==> config.mk <==
export PLATFORM = sky130hd
export DESIGN_NAME = sram_bus_arb_flat
export DESIGN_NICKNAME = d
export VERILOG_FILES = /design/src/rtl/sram_bus_arb_pkg.sv /design/src/rtl/sram_bus_arb_if.sv /design/src/rtl/sram_req_mux.sv /design/src/rtl/sram_bus_arb.sv /design/src/flat_wrapper.sv
export SDC_FILE = /design/constraint.sdc
export NUM_CORES = 1
export LEC_CHECK = 0
export BUFFER_PORTS_ARGS = -buffer_cell sky130_fd_sc_hd__buf_4
export CAP_MARGIN = 10
export CELL_PAD_IN_SITES_DETAIL_PLACEMENT = 1
export CELL_PAD_IN_SITES_GLOBAL_PLACEMENT = 1
export CORE_AREA = 5 5 120 122
export DETAILED_ROUTE_END_ITERATION = 10
export DIE_AREA = 0 0 125 127
export GPL_ROUTABILITY_DRIVEN = 0
export PLACE_DENSITY_LB_ADDON = 0.12
export SETUP_SLACK_MARGIN = 0.15
export SLEW_MARGIN = 20
export SYNTH_ARGS = -nofsm -noshare
export SYNTH_HDL_FRONTEND = slang
export SYNTH_SLANG_ARGS = --single-unit
==> constraint.sdc <==
create_clock -name clk -period 3.9 [get_ports clk]
set_input_delay 1.17 -clock clk [delete_from_list [all_inputs] [get_ports clk]]
set_output_delay 1.17 -clock clk [all_outputs]
set_load 0.01 [all_outputs]
==> src/rtl/sram_bus_arb_pkg.sv <==
// rtl/sram_bus_arb_pkg.sv - shared state, port-id and access-size constants for the SRAM bus arbiter
package sram_bus_arb_pkg;

  typedef enum logic [1:0] {
    ARB_IDLE = 2'd0,
    ARB_ADDR = 2'd1,
    ARB_DATA = 2'd2
  } arb_state_e;

  localparam logic PORT_I = 1'b0;
  localparam logic PORT_D = 1'b1;

  localparam logic [1:0] SZ_BYTE = 2'd0;
  localparam logic [1:0] SZ_HALF = 2'd1;
  localparam logic [1:0] SZ_WORD = 2'd2;

  // Contention goes to whichever port did not win last time.
  function automatic logic pick_winner(input logic i_req, input logic d_req,
                                       input logic last_grant);
    if (i_req && d_req) return ~last_grant;
    return d_req ? PORT_D : PORT_I;
  endfunction

endpackage

==> src/rtl/sram_bus_arb_if.sv <==
// rtl/sram_bus_arb_if.sv - one SRAM-like request/response port (address phase + data phase)
interface sram_bus_arb_if #(
  parameter int ADDR_W = 32,
  parameter int DATA_W = 32
);

  logic              req;
  logic              wr;
  logic [1:0]        size;
  logic [DATA_W/8-1:0] wstrb;
  logic [ADDR_W-1:0] addr;
  logic [DATA_W-1:0] wdata;
  logic              addr_ok;
  logic              data_ok;
  logic [DATA_W-1:0] rdata;

  modport master (
    output req, wr, size, wstrb, addr, wdata,
    input  addr_ok, data_ok, rdata
  );

  modport slave (
    input  req, wr, size, wstrb, addr, wdata,
    output addr_ok, data_ok, rdata
  );

endinterface

==> src/rtl/sram_req_mux.sv <==
// rtl/sram_req_mux.sv - steers the owner's request onto the bus and fans handshakes back by owner
module sram_req_mux #(
  parameter int ADDR_W = 32,
  parameter int DATA_W = 32
) (
  input  logic                owner_i,
  input  logic                addr_phase_i,
  input  logic                data_phase_i,
  input  logic                i_wr_i,
  input  logic [1:0]          i_size_i,
  input  logic [DATA_W/8-1:0] i_wstrb_i,
  input  logic [ADDR_W-1:0]   i_addr_i,
  input  logic [DATA_W-1:0]   i_wdata_i,
  input  logic                d_wr_i,
  input  logic [1:0]          d_size_i,
  input  logic [DATA_W/8-1:0] d_wstrb_i,
  input  logic [ADDR_W-1:0]   d_addr_i,
  input  logic [DATA_W-1:0]   d_wdata_i,
  input  logic                bus_addr_ok_i,
  input  logic                bus_data_ok_i,
  input  logic [DATA_W-1:0]   bus_rdata_i,
  output logic                bus_req_o,
  output logic                bus_wr_o,
  output logic [1:0]          bus_size_o,
  output logic [DATA_W/8-1:0] bus_wstrb_o,
  output logic [ADDR_W-1:0]   bus_addr_o,
  output logic [DATA_W-1:0]   bus_wdata_o,
  output logic                i_addr_ok_o,
  output logic                d_addr_ok_o,
  output logic                i_data_ok_o,
  output logic                d_data_ok_o,
  output logic [DATA_W-1:0]   rdata_o
);
  import sram_bus_arb_pkg::*;

  logic own_d;
  logic resp;

  assign own_d = (owner_i == PORT_D);
  assign resp  = data_phase_i && bus_data_ok_i;

  // Request fields are only driven while the address phase is open; zero otherwise.
  always_comb begin
    bus_req_o   = addr_phase_i;
    bus_wr_o    = 1'b0;
    bus_size_o  = 2'd0;
    bus_wstrb_o = '0;
    bus_addr_o  = '0;
    bus_wdata_o = '0;
    if (addr_phase_i) begin
      if (own_d) begin
        bus_wr_o    = d_wr_i;
        bus_size_o  = d_size_i;
        bus_wstrb_o = d_wstrb_i;
        bus_addr_o  = d_addr_i;
        bus_wdata_o = d_wdata_i;
      end else begin
        bus_wr_o    = i_wr_i;
        bus_size_o  = i_size_i;
        bus_wstrb_o = i_wstrb_i;
        bus_addr_o  = i_addr_i;
        bus_wdata_o = i_wdata_i;
      end
    end
  end

  assign i_addr_ok_o = addr_phase_i && !own_d && bus_addr_ok_i;
  assign d_addr_ok_o = addr_phase_i &&  own_d && bus_addr_ok_i;
  assign i_data_ok_o = resp && !own_d;
  assign d_data_ok_o = resp &&  own_d;
  assign rdata_o     = resp ? bus_rdata_i : '0;

endmodule

==> src/rtl/sram_bus_arb.sv <==
// rtl/sram_bus_arb.sv - arbitrates fetch (I) and load/store (D) ports onto one SRAM-like bus
module sram_bus_arb #(
  parameter int ADDR_W = 32,
  parameter int DATA_W = 32
) (
  input  logic            clk,
  input  logic            rst,
  sram_bus_arb_if.slave   i_port,
  sram_bus_arb_if.slave   d_port,
  sram_bus_arb_if.master  bus
);
  import sram_bus_arb_pkg::*;

  arb_state_e state_q, state_d;
  logic       owner_q, owner_d;
  logic       last_grant_q, last_grant_d;
  logic       winner;
  logic [DATA_W-1:0] rdata_w;

  always_ff @(posedge clk) begin
    if (rst) begin
      state_q      <= ARB_IDLE;
      owner_q      <= PORT_I;
      last_grant_q <= PORT_I;
    end else begin
      state_q      <= state_d;
      owner_q      <= owner_d;
      last_grant_q <= last_grant_d;
    end
  end

  // Stray addr_ok/data_ok outside their own phase are simply not looked at.
  always_comb begin
    state_d      = state_q;
    owner_d      = owner_q;
    last_grant_d = last_grant_q;
    winner       = pick_winner(i_port.req, d_port.req, last_grant_q);
    case (state_q)
      ARB_IDLE: begin
        if (i_port.req || d_port.req) begin
          owner_d      = winner;
          last_grant_d = winner;
          state_d      = ARB_ADDR;
        end
      end
      ARB_ADDR: if (bus.addr_ok) state_d = ARB_DATA;
      ARB_DATA: if (bus.data_ok) state_d = ARB_IDLE;
      default:  state_d = ARB_IDLE;
    endcase
  end

  sram_req_mux #(
    .ADDR_W(ADDR_W),
    .DATA_W(DATA_W)
  ) u_req_mux (
    .owner_i      (owner_q),
    .addr_phase_i (state_q == ARB_ADDR),
    .data_phase_i (state_q == ARB_DATA),
    .i_wr_i       (i_port.wr),
    .i_size_i     (i_port.size),
    .i_wstrb_i    (i_port.wstrb),
    .i_addr_i     (i_port.addr),
    .i_wdata_i    (i_port.wdata),
    .d_wr_i       (d_port.wr),
    .d_size_i     (d_port.size),
    .d_wstrb_i    (d_port.wstrb),
    .d_addr_i     (d_port.addr),
    .d_wdata_i    (d_port.wdata),
    .bus_addr_ok_i(bus.addr_ok),
    .bus_data_ok_i(bus.data_ok),
    .bus_rdata_i  (bus.rdata),
    .bus_req_o    (bus.req),
    .bus_wr_o     (bus.wr),
    .bus_size_o   (bus.size),
    .bus_wstrb_o  (bus.wstrb),
    .bus_addr_o   (bus.addr),
    .bus_wdata_o  (bus.wdata),
    .i_addr_ok_o  (i_port.addr_ok),
    .d_addr_ok_o  (d_port.addr_ok),
    .i_data_ok_o  (i_port.data_ok),
    .d_data_ok_o  (d_port.data_ok),
    .rdata_o      (rdata_w)
  );

  // Both ports see the same response bus; data_ok tells them whose it is.
  assign i_port.rdata = rdata_w;
  assign d_port.rdata = rdata_w;

endmodule

==> src/flat_wrapper.sv <==
// flat-port wrapper written by rule: the top's interface ports become plain ports
module sram_bus_arb_flat import sram_bus_arb_pkg::*;
#(
  parameter int ADDR_W = 32,
  parameter int DATA_W = 32
)
  (clk, rst, i_port_req, i_port_wr, i_port_size, i_port_wstrb, i_port_addr, i_port_wdata, i_port_addr_ok, i_port_data_ok, i_port_rdata, d_port_req, d_port_wr, d_port_size, d_port_wstrb, d_port_addr, d_port_wdata, d_port_addr_ok, d_port_data_ok, d_port_rdata, bus_req, bus_wr, bus_size, bus_wstrb, bus_addr, bus_wdata, bus_addr_ok, bus_data_ok, bus_rdata);
  sram_bus_arb_if #(.ADDR_W(ADDR_W), .DATA_W(DATA_W)) i_port_i ();
  sram_bus_arb_if #(.ADDR_W(ADDR_W), .DATA_W(DATA_W)) d_port_i ();
  sram_bus_arb_if #(.ADDR_W(ADDR_W), .DATA_W(DATA_W)) bus_i ();
  input  logic clk;
  input  logic rst;
  input wire logic [$bits(i_port_i.req)-1:0] i_port_req;
  input wire logic [$bits(i_port_i.wr)-1:0] i_port_wr;
  input wire logic [$bits(i_port_i.size)-1:0] i_port_size;
  input wire logic [$bits(i_port_i.wstrb)-1:0] i_port_wstrb;
  input wire logic [$bits(i_port_i.addr)-1:0] i_port_addr;
  input wire logic [$bits(i_port_i.wdata)-1:0] i_port_wdata;
  output wire logic [$bits(i_port_i.addr_ok)-1:0] i_port_addr_ok;
  output wire logic [$bits(i_port_i.data_ok)-1:0] i_port_data_ok;
  output wire logic [$bits(i_port_i.rdata)-1:0] i_port_rdata;
  input wire logic [$bits(d_port_i.req)-1:0] d_port_req;
  input wire logic [$bits(d_port_i.wr)-1:0] d_port_wr;
  input wire logic [$bits(d_port_i.size)-1:0] d_port_size;
  input wire logic [$bits(d_port_i.wstrb)-1:0] d_port_wstrb;
  input wire logic [$bits(d_port_i.addr)-1:0] d_port_addr;
  input wire logic [$bits(d_port_i.wdata)-1:0] d_port_wdata;
  output wire logic [$bits(d_port_i.addr_ok)-1:0] d_port_addr_ok;
  output wire logic [$bits(d_port_i.data_ok)-1:0] d_port_data_ok;
  output wire logic [$bits(d_port_i.rdata)-1:0] d_port_rdata;
  output wire logic [$bits(bus_i.req)-1:0] bus_req;
  output wire logic [$bits(bus_i.wr)-1:0] bus_wr;
  output wire logic [$bits(bus_i.size)-1:0] bus_size;
  output wire logic [$bits(bus_i.wstrb)-1:0] bus_wstrb;
  output wire logic [$bits(bus_i.addr)-1:0] bus_addr;
  output wire logic [$bits(bus_i.wdata)-1:0] bus_wdata;
  input wire logic [$bits(bus_i.addr_ok)-1:0] bus_addr_ok;
  input wire logic [$bits(bus_i.data_ok)-1:0] bus_data_ok;
  input wire logic [$bits(bus_i.rdata)-1:0] bus_rdata;
  assign i_port_i.req = i_port_req;
  assign i_port_i.wr = i_port_wr;
  assign i_port_i.size = i_port_size;
  assign i_port_i.wstrb = i_port_wstrb;
  assign i_port_i.addr = i_port_addr;
  assign i_port_i.wdata = i_port_wdata;
  assign i_port_addr_ok = i_port_i.addr_ok;
  assign i_port_data_ok = i_port_i.data_ok;
  assign i_port_rdata = i_port_i.rdata;
  assign d_port_i.req = d_port_req;
  assign d_port_i.wr = d_port_wr;
  assign d_port_i.size = d_port_size;
  assign d_port_i.wstrb = d_port_wstrb;
  assign d_port_i.addr = d_port_addr;
  assign d_port_i.wdata = d_port_wdata;
  assign d_port_addr_ok = d_port_i.addr_ok;
  assign d_port_data_ok = d_port_i.data_ok;
  assign d_port_rdata = d_port_i.rdata;
  assign bus_req = bus_i.req;
  assign bus_wr = bus_i.wr;
  assign bus_size = bus_i.size;
  assign bus_wstrb = bus_i.wstrb;
  assign bus_addr = bus_i.addr;
  assign bus_wdata = bus_i.wdata;
  assign bus_i.addr_ok = bus_addr_ok;
  assign bus_i.data_ok = bus_data_ok;
  assign bus_i.rdata = bus_rdata;
  sram_bus_arb #(.ADDR_W(ADDR_W), .DATA_W(DATA_W)) u_core (.clk(clk), .rst(rst), .i_port(i_port_i), .d_port(d_port_i), .bus(bus_i));
endmodule
-- Word-level counts from Yosys, hierarchy flattened
Cells that the tools add are included.
- eq/ne operators: 5
- multiplexer cells: 19
- bitwise gates (word level): 1
- reduce and logical (&&, ||, !) cells: 13
- operator list (cell ; number):
    $mux 32 ; 5
    $mux 2 ; 5
    $logic_and 1x1->1 ; 8
    $mux 4 ; 2
    $mux 1 ; 6
    $pmux 2 s3 ; 1
    $ne 2x2->1 const B ; 2
    $reduce_and 3->1 ; 1
    $eq 2x1->1 const B ; 1
    $eq 2x2->1 const B ; 1
    $logic_not 2->1 ; 1
    $ne 2x1->1 const B ; 1
    $reduce_and 2->1 ; 1
    $logic_not 1->1 ; 1
    $logic_or 1x1->1 ; 1
    $not 1->1 ; 1
- flip-flop bits (word level): 3
- output and inout bits: 140

-- Longest topological paths before layout
- word-level depth: 3
- gate-level depth with buffers: 5
- mapped depth without buffers: 3

-- By module
A second synthesis with hierarchy kept.
- cells, all modules: 250
- area total of the unflattened synthesis: 1971.9 um^2
- by module, submodules not included (module ; instances ; cells each ; area each (um^2) ; seq. area each (um^2)):
    sram_req_mux ; 1 ; 204 ; 1581.5 ; 0.0
    sram_bus_arb ; 1 ; 46 ; 390.4 ; 60.1

-- Worst setup path after synthesis
OpenSTA, ideal clock, no wires.
- path type: input-to-output
- start: input bus_data_ok
- end: output i_port_rdata[10]
- arrival time: 1890 ps
- data required time: 2730 ps
- path slack: 840 ps
- cell stages on the path: 4
- cell sequence: and3b_1 > clkbuf_2 > and2_1 > buf_4
- longest elaborated chain between the ends: 2
- ends and longest elaborated chain (item ; line ; text):
    from (decl) ; flat_wrapper.sv:38 ; input wire logic [$bits(bus_i.data_ok)-1:0] bus_data_ok;
    $logic_and 1x1->1 ; sram_req_mux.sv:40 ; assign resp = data_phase_i && bus_data_ok_i;
    $mux 32 ; sram_req_mux.sv:71 ; assign rdata_o = resp ? bus_rdata_i : '0;
    to (decl) ; flat_wrapper.sv:21 ; output wire logic [$bits(i_port_i.rdata)-1:0] i_port_rdata;
Every way passes these cells.

-- Final worst setup path
- start: input bus_data_ok
- end: output i_port_rdata[12]
Same word-level chain as after synthesis.

==> results by group <==
Critical path
  – Data arrival time of the critical path: 2.13 ns
  – Crit path capture type: output pin
  – Top Family by Delay on Critical Path: simple AND/OR/NAND/NOR gates
  – Buffers plus inverters on the worst setup path: 3
  – Critical path peak fanout: 25
  – Most common cell on crit path: buf_4
  – Critical path's slowest cell: and3b_1
  – Crit-path cells: buf_4, and3b_1, buf_12, and2_1, buf_4
  – Max stage delay on crit path: 0.35 ns
  – CP Launch Type: input pin
  – Required time worst endpoint: 2.73 ns
  – Crit path kind: input pin to output pin

Die
  – Die area: 15900 sq um
  – Initial Util: 13.1%
  – # rows: 42
  – Core area: 13100 sq um
  – Die span in x: 125 um
  – Ports: 320
  – Die Ht: 127 um

CTS
  – Longest Clk Path Bufs: 2
  – CTS tree: built
  – CTS Hold Buffers Added: 0
  – H-tree levels: 1
  – Clk Latency, worst-skew pair: 0.22 ns
  – CTS Buf Count: 3
  – Post CTS Setup Buffer Count: 0
  – Cts repair resizes: 0
  – # clock sinks: 3
  – CTS Root Cell: clkbuf_16
  – Worst-path clk slew: 0.03 ns

Power
  – Sw power: 0.000241 W
  – Share of power burned in registers: 7.6%
  – Combinational cell fraction of total power: 69.3%
  – Leakage: 2.21 nW
  – Clock network fraction of total power: 23.1%
  – Internal Pwr Total: 0.000456 W
  – Pwr Density: 169 nW/um^2
  – Sw frac: 34.6%
  – Worst VDD drop: 0.000125 V

Finish
  – Commonest non-fill, non-tap cell in the layout: buf_4
  – Fin nets: 702
  – Area Overhead vs Synth: 140%
  – Commonest non-fill, non-tap cells in the layout: 321 x buf_4, 72 x nor2_1, 71 x mux2i_1
  – Antenna Cells: 0
  – Fraction of layout cells with a size suffix above 1: 63.5%
  – Post-route insts no fill: 697

Global route
  – Tot GR Track Use: 13.3%
  – First-pass GRT wire length: 17.1 mm
  – Largest net degree at the start of global routing: 50
  – Grt ovf: 0
  – Vias in the first global route: 2961
  – Antenna violations before repair: 0

Timing
  – # setup viols final: 0
  – Final Skew: 0.0000524 ns
  – Max-slew violation count: 0
  – Max-slew headroom: 63.1%
  – Worst Tran Pin Value: 0.553 ns
  – Final TNS setup: 0 ns
  – Final Hold Viols: 0
  – RSZ-0062 raised after global routing: no
  – Fin crit period: 3.30 ns
  – Tcrit/Tclk final: 84.6%
  – Fmax: 303 MHz

Synthesis
  – Sequential cell area fraction in the yosys report: 3.50%
  – Synthesized net count: 425
  – Yosys cell types: 21
  – Seq cells post-synth: 3
  – Cells after synthesis: 245
  – Synth Cell Area: 1720 sq um
  – Warnings from Yosys: 0
  – Avg Inst Size Synth: 7.01 sq um

Route
  – Avg WL per Cell: 16.9 um
  – Routed Antenna Nets: 0
  – WL final: 11.8 mm
  – Starting DRT DRC Count: 46
  – Drt pass-1 iters: 3
  – DR vias: 2742
  – DR vias/cell: 3.93
  – DR DRC count: 0

Hold path
  – Hold Path Class: flop to flop

Outcome
  – Outcome: finished clean

Place
  – Dpl hpwl: 10.4 mm
  – Input/output buffers: 319
  – Placed Instances: 693

Flow run
  – Max-cap violations: 0
==> logic make-up after synthesis <==
family,after synthesis,synth area share (%)
buffers and inverters,53,21.6
DFF,3,3.50
AOI/OAI and AO/OA,3,1.53
muxes,71,41.4
and+or+nand+nor,115,32.0
==> per-stage QoR <==
stage / utilization, % / total power [W] / hold slack (ns) / setup WS [ns] / instance area (sq um)
2_1_floorplan: - / 0.000265 / 0.473 / 0.840 / 1720
3_3_place_gp: 30.9 / 0.000542 / 0.535 / 0.609 / 4050
3_5_place_dp: 30.9 / 0.000548 / 0.544 / 0.583 / 4050
4_1_cts: 31.5 / 0.000714 / 0.579 / 0.583 / 4130
5_1_grt: 31.5 / 0.000752 / 0.622 / 0.501 / 4130
6_report: 31.5 / 0.000697 / 0.595 / 0.600 / 4130
==> power groups by stage <==
stage | combinational, W | sequential (W) | clock (W)
after CTS | 0.000496 | 0.0000538 | 0.000164
after detailed placement | 0.000494 | 0.0000543 | 0
after global routing | 0.000526 | 0.0000550 | 0.000170
final | 0.000483 | 0.0000531 | 0.000161
after global placement | 0.000489 | 0.0000535 | 0
after floorplan | 0.000229 | 0.0000361 | 0
==> cells in the mapped netlist <==
cell type	n	share of area, %
mux2i_1	71	41
inv_1	1	0.22
nand2b_1	2	0.73
nor2_1	72	16
o22ai_2	1	0.73
nor2b_1	1	0.36
nor3_1	1	0.29
dfxtp_1	3	3.5
buf_4	33	14
clkbuf_2	3	0.87
a2111oi_0	1	0.51
and3b_1	1	0.51
and2_1	33	12
or4b_1	1	0.58
and3_1	1	0.36
a21oi_1	1	0.29
nand3b_1	1	0.44
nor3b_1	1	0.44
buf_6	4	2.6
buf_2	12	3.5
or3b_2	1	0.51
==> metal layers <==
| layer | global-route usage [%] | wire length [um] |
|---|---|---|
| met5 | 0 | 0 |
| met4 | 2.17 | 153 |
| met3 | 6.05 | 1500 |
| met2 | 27.8 | 6500 |
| met1 | 11.7 | 3620 |
==> final cells by class <==
| type | instances | area (sq um) |
|---|---|---|
| fill | 1610 | 8960 |
| timing repair buffer | 324 | 2470 |
| multi-input combinational | 189 | 1290 |
| tap | 176 | 220 |
| clock buffer | 4 | 78.8 |
| sequential | 3 | 63.8 |
| inverter | 1 | 3.75 |
==> registers in the layout (all words and copies together), names as in the netlist <==
register and cells:
u_core.owner_q 1, u_core.state_q 2
==> path summary, 6_finish.rpt <==
path	to	from	depth (start not counted)	slack [ns]
max	i_port_rdata[12]	bus_data_ok	5	0.60
min reg2reg	u_core.state_q[0]	u_core.state_q[1]	1	0.59
min	u_core.state_q[0]	u_core.state_q[1]	1	0.59
max reg2reg	u_core.owner_q	u_core.owner_q	2	2.67
(Power assumes the default switching activity.)
